`src/rtl/ex_mem.sv`:
```
// ex_mem: EX/MEM pipeline register.
// Captures the EX result, HI/LO write, and load/store fields for the MEM stage.
// It also carries the multi-cycle (MADD/MSUB) partial product and step count
// back to EX across bubbles.
// Ports:
//   clk, rst                 clock and asynchronous active-low reset
//   stall[5:0], flush        pipeline control (only stall[3], stall[4] used)
//   ex_*                     EX-stage results to be registered
//   hilo_i, cnt_i            EX multi-cycle partial product and step count
//   mem_*                    registered copies presented to MEM
//   hilo_o, cnt_o            registered partial product and count returned to EX
module ex_mem (
  input  logic        clk,
  input  logic        rst,
  input  logic [5:0]  stall,
  input  logic        flush,
  input  logic [4:0]  ex_wd,
  input  logic        ex_wreg,
  input  logic [31:0] ex_wdata,
  input  logic        ex_whilo,
  input  logic [31:0] ex_hi,
  input  logic [31:0] ex_lo,
  input  logic [7:0]  ex_aluop,
  input  logic [31:0] ex_mem_addr,
  input  logic [31:0] ex_reg2,
  input  logic [63:0] hilo_i,
  input  logic [1:0]  cnt_i,
  output logic [4:0]  mem_wd,
  output logic        mem_wreg,
  output logic [31:0] mem_wdata,
  output logic        mem_whilo,
  output logic [31:0] mem_hi,
  output logic [31:0] mem_lo,
  output logic [7:0]  mem_aluop,
  output logic [31:0] mem_mem_addr,
  output logic [31:0] mem_reg2,
  output logic [63:0] hilo_o,
  output logic [1:0]  cnt_o
);

  localparam int unsigned REG_ADDR_W = 5;
  localparam int unsigned DATA_W     = 32;
  localparam int unsigned OP_W       = 8;
  localparam int unsigned HILO_W     = 64;
  localparam int unsigned CNT_W      = 2;
  localparam int unsigned STALL_EX   = 3;
  localparam int unsigned STALL_MEM  = 4;

  // Payload moved from EX to MEM as one unit.
  typedef struct packed {
    logic [REG_ADDR_W-1:0] wd;
    logic                  wreg;
    logic [DATA_W-1:0]     wdata;
    logic                  whilo;
    logic [DATA_W-1:0]     hi;
    logic [DATA_W-1:0]     lo;
    logic [OP_W-1:0]       aluop;
    logic [DATA_W-1:0]     mem_addr;
    logic [DATA_W-1:0]     reg2;
  } stage_t;

  // Per-edge action, highest priority first: flush, bubble, advance, hold.
  typedef enum logic [1:0] {
    ACT_HOLD    = 2'd0,
    ACT_ADVANCE = 2'd1,
    ACT_BUBBLE  = 2'd2,
    ACT_FLUSH   = 2'd3
  } act_e;

  stage_t              ex_c;
  stage_t              stage_q;
  stage_t              stage_d;
  logic [HILO_W-1:0]   hilo_q;
  logic [HILO_W-1:0]   hilo_d;
  logic [CNT_W-1:0]    cnt_q;
  logic [CNT_W-1:0]    cnt_d;
  act_e                act_c;
  logic                unused_stall_c;

  // Stall bits outside the EX/MEM pair are intentionally ignored.
  assign unused_stall_c = ^{stall[5], stall[2:0]};

  // Gather EX inputs into one payload.
  always_comb begin
    ex_c          = '0;
    ex_c.wd       = ex_wd;
    ex_c.wreg     = ex_wreg;
    ex_c.wdata    = ex_wdata;
    ex_c.whilo    = ex_whilo;
    ex_c.hi       = ex_hi;
    ex_c.lo       = ex_lo;
    ex_c.aluop    = ex_aluop;
    ex_c.mem_addr = ex_mem_addr;
    ex_c.reg2     = ex_reg2;
  end

  // Decode the edge action. stall[3]=0 with stall[4]=1 falls into advance.
  always_comb begin
    act_c = ACT_HOLD;
    if (flush) begin
      act_c = ACT_FLUSH;
    end else if (stall[STALL_EX] && !stall[STALL_MEM]) begin
      act_c = ACT_BUBBLE;
    end else if (!stall[STALL_EX]) begin
      act_c = ACT_ADVANCE;
    end
  end

  // Next-state values for the payload and the multi-cycle accumulator.
  always_comb begin
    stage_d = stage_q;
    hilo_d  = hilo_q;
    cnt_d   = cnt_q;
    case (act_c)
      ACT_FLUSH: begin
        stage_d = '0;
        hilo_d  = '0;
        cnt_d   = '0;
      end
      ACT_BUBBLE: begin
        // EX is still iterating: kill the MEM slot but keep the partial result.
        stage_d = '0;
        hilo_d  = hilo_i;
        cnt_d   = cnt_i;
      end
      ACT_ADVANCE: begin
        stage_d = ex_c;
        hilo_d  = '0;
        cnt_d   = '0;
      end
      default: begin
        stage_d = stage_q;
        hilo_d  = hilo_q;
        cnt_d   = cnt_q;
      end
    endcase
  end

  // State registers.
  always_ff @(posedge clk or negedge rst) begin
    if (!rst) begin
      stage_q <= '0;
      hilo_q  <= '0;
      cnt_q   <= '0;
    end else begin
      stage_q <= stage_d;
      hilo_q  <= hilo_d;
      cnt_q   <= cnt_d;
    end
  end

  assign mem_wd       = stage_q.wd;
  assign mem_wreg     = stage_q.wreg;
  assign mem_wdata    = stage_q.wdata;
  assign mem_whilo    = stage_q.whilo;
  assign mem_hi       = stage_q.hi;
  assign mem_lo       = stage_q.lo;
  assign mem_aluop    = stage_q.aluop;
  assign mem_mem_addr = stage_q.mem_addr;
  assign mem_reg2     = stage_q.reg2;
  assign hilo_o       = hilo_q;
  assign cnt_o        = cnt_q;

endmodule
```
`config.mk`:
```
export PLATFORM = sky130hd
export DESIGN_NAME = ex_mem
export DESIGN_NICKNAME = d
export VERILOG_FILES = /design/src/rtl/ex_mem.sv
export SDC_FILE = /design/constraint.sdc
export NUM_CORES = 1
export LEC_CHECK = 0
export CORE_AREA = 10 10 183 185
export DETAILED_ROUTE_END_ITERATION = 8
export DIE_AREA = 0 0 193 195
export HOLD_SLACK_MARGIN = 0.02
export PLACE_DENSITY = 0.65
export SYNTH_ARGS = -nofsm -noshare
export SYNTH_HDL_FRONTEND = slang
export SYNTH_SLANG_ARGS = --single-unit
```
`constraint.sdc`:
```
create_clock -name clk -period 1 [get_ports clk]
set_clock_uncertainty 0.15 [all_clocks]
set_input_delay 0.1 -clock clk [delete_from_list [all_inputs] [get_ports clk]]
set_output_delay 0.1 -clock clk [all_outputs]
set_load 0.01 [all_outputs]
```
==> impl_metrics.yaml <==
sta:
  min_period_ns: 1.385
  rsz0062_at_grt: "yes"
  setup_slack_ns: -0.3852
  finalCritPeriodShare: 1.385
  hold_viol: 30
  setup_tns_ns: -77.93
  drv_slew: 0
  worst_pin_slew_ns: 0.3543
  hold_ws_ns: -0.1168
  max_freq_mhz: 721.9
  setup_violations: 325
  slew_headroom: 0.7638
cells_and_area:
  seq_area_sq_um: 6032
  layout-drive-gt1-share: 0.3681
  fillers: 2292
  layout_common_cells: "buf_6 (266), dfrtp_1 (240), dlygate4sd3_1 (184)"
  num-nets-final: 1609
  layout_commonest_cell: "buf_6"
  area_growth_pct: 99.50
  multiInputGateArea_sq_um: 2704
drt:
  drcViolationCount: 0
  wire_per_inst_um: 22.56
  finalWirelength_um: 40080
  routed_via_density: 4.999
  dr.first_iter.drc_count: 401
  vias: 8883
  dr.pass1.iters: 5
  ant_nets: 0
synth:
  yosysTopAreaCell: "dfrtp_1"
  syn_nets: 873
  synth_area_sq_um: 9047
  yosysWarnings: 0
  synth_top_area_frac: 0.6666
  seq_area_frac_synth: 0.6666
  synthTopCellsByArea: "dfrtp_1 (67%), a32o_1 (19%), mux2i_1 (7.3%)"
  syn_area_per_cell_sq_um: 14.52
  yosys_register_bits: 241
  synth_cell_type_count: 11
  postSynthCellCount: 623
worst_setup_path:
  path_cells: "buf_2"
  critical_path_class: "register to output port"
  end_kind: "output port"
  timing.critical_path.fanout_max: 2
  critical_path.max_stage_delay_ns: 0.43
  slowest_stage: "dfrtp_1"
  required_ns: 0.75
  worst-path-buf-inv: 1
  startpoint_type: "register"
  cp_top_family: "flip-flops"
  arrival_ns: 1.14
grt:
  grt_pass1_vias: 10035
  grt_antenna_before_repair: 1
  grt-ovfl-total: 0
  grt_start_max_net_pins: 53
  grt_pass1_wl_um: 59910
  track_usage: 0.2000
clock_network:
  htreeDepth: 1
  root_buffer: "clkbuf_16"
  cts_tree: "done"
  clock-sinks: 241
  clk_pin_slew_worst_paths_ns: 0.06
  cts_buffer_depth: 3
  insertion_delay_ns: 0.53
  cts-buffers-inserted: 27
die:
  fp.dieArea_sq_um: 37640
  num_rows: 64
  coreArea_sq_um: 30030
  dieWidth_um: 193
  io_pins: 491
  die_height_um: 195
  initial_core_util: 0.3013
power_and_ir_drop:
  leakagePower_nw: 8.643
  total_power_w: 0.02487
  irDropWorstVdd_mv: 1.535
  powerDensity_nw_per_um2: 1378
hold_path:
  hold_class: "input port to async pin"
placed_design:
  io_buffers: 486
  gp_congestion: 0.8083
  hpwl_um: 27100
job:
  max_cap_viol_count: 0
status:
  violations: "negative hold slack, negative setup slack"
  status: "finished, violations left"
==> kinds of logic after synthesis <==
logic type / share of synthesized area
AOI/OAI and AO/OA: 0.1936
DFF: 0.6666
and+or+nand+nor: 0.02973
muxes: 0.07302
buffers and inverters: 0.03706
==> layer usage <==
metal  global-route usage  wire length, um
met5                    0                0
met4              0.07524             1577
met3              0.06290             3587
met2               0.3374            19930
met1               0.2318            14990
==> stage by stage <==
stage	hold slack (ns)	setup slack, ns	area, sq um	utilization	std cells
after global placement	-0.1402	-0.6331	15480	0.5157	1570
after detailed placement	-0.1411	-0.6784	15480	0.5157	1570
after CTS	-0.1311	-0.4064	18020	0.6003	1838
after floorplan	-0.3456	-0.02617	9338	-	623
after global routing	-0.1037	-0.4137	18050	0.6011	1777
final	-0.1168	-0.3852	18050	0.6011	1777
==> registers in the layout, indices dropped and copies added, names as in the netlist <==
name / count
hilo_o: 64
mem_hi: 32
mem_reg2: 32
mem_wd: 5
mem_whilo: 1
mem_aluop: 8
mem_wreg: 1
cnt_o: 2
mem_mem_addr: 32
mem_lo: 32
mem_wdata: 32
==> Yosys cell counts <==
| master | number |
|---|---|
| buf_1 | 2 |
| nor2_1 | 66 |
| a32o_1 | 175 |
| mux2i_1 | 66 |
| nor2b_2 | 1 |
| buf_4 | 5 |
| dfrtp_1 | 241 |
| clkbuf_1 | 28 |
| nand2b_1 | 1 |
| buf_2 | 37 |
| nor2_2 | 1 |
==> worst paths after layout <==
path	from	to	slack [ns]	depth (start not counted)
max	mem_wdata[25]$_DFFE_PN0P_	mem_wdata[25]	-0.39	1
min reg2reg	hilo_o[25]$_DFFE_PN0P_	hilo_o[25]$_DFFE_PN0P_	0.37	2
min	rst	mem_lo[11]$_DFFE_PN0P_	-0.12	2
max reg2reg	mem_hi[5]$_DFFE_PN0P_	mem_hi[5]$_DFFE_PN0P_	-0.12	3
min in group clk	stall[4]	hilo_o[19]$_DFFE_PN0P_	-0.01	4
max in group asynchronous	rst	hilo_o[46]$_DFFE_PN0P_	0.25	3
==> layout make-up <==
cell class	instances	area share
repair buffers	779	0.4397
flip-flops and latches	241	0.3342
multi-input cells	310	0.1498
clock buffers	41	0.04312
well taps	396	0.02745
clock inverters	9	0.005615
diodes	1	0.0001386
==> report_power, final <==
group          internal [W]  total (W)  switching (W)
clock               0.00587    0.00989        0.00402
combinational       0.00271    0.00447        0.00176
sequential           0.0102     0.0105       0.000338
total                0.0188     0.0249        0.00612
==> timing repair <==
action                                  4_1_cts  5_1_grt
buffers inserted                             34       89
endpoints found under the setup margin      364      460
gates cloned                                  0        1
hold buffers                                184        1
resized for setup                          1138      157
endpoints found under the hold margin       440       25
pin swaps                                     0       85
(Power assumes the default switching activity.)
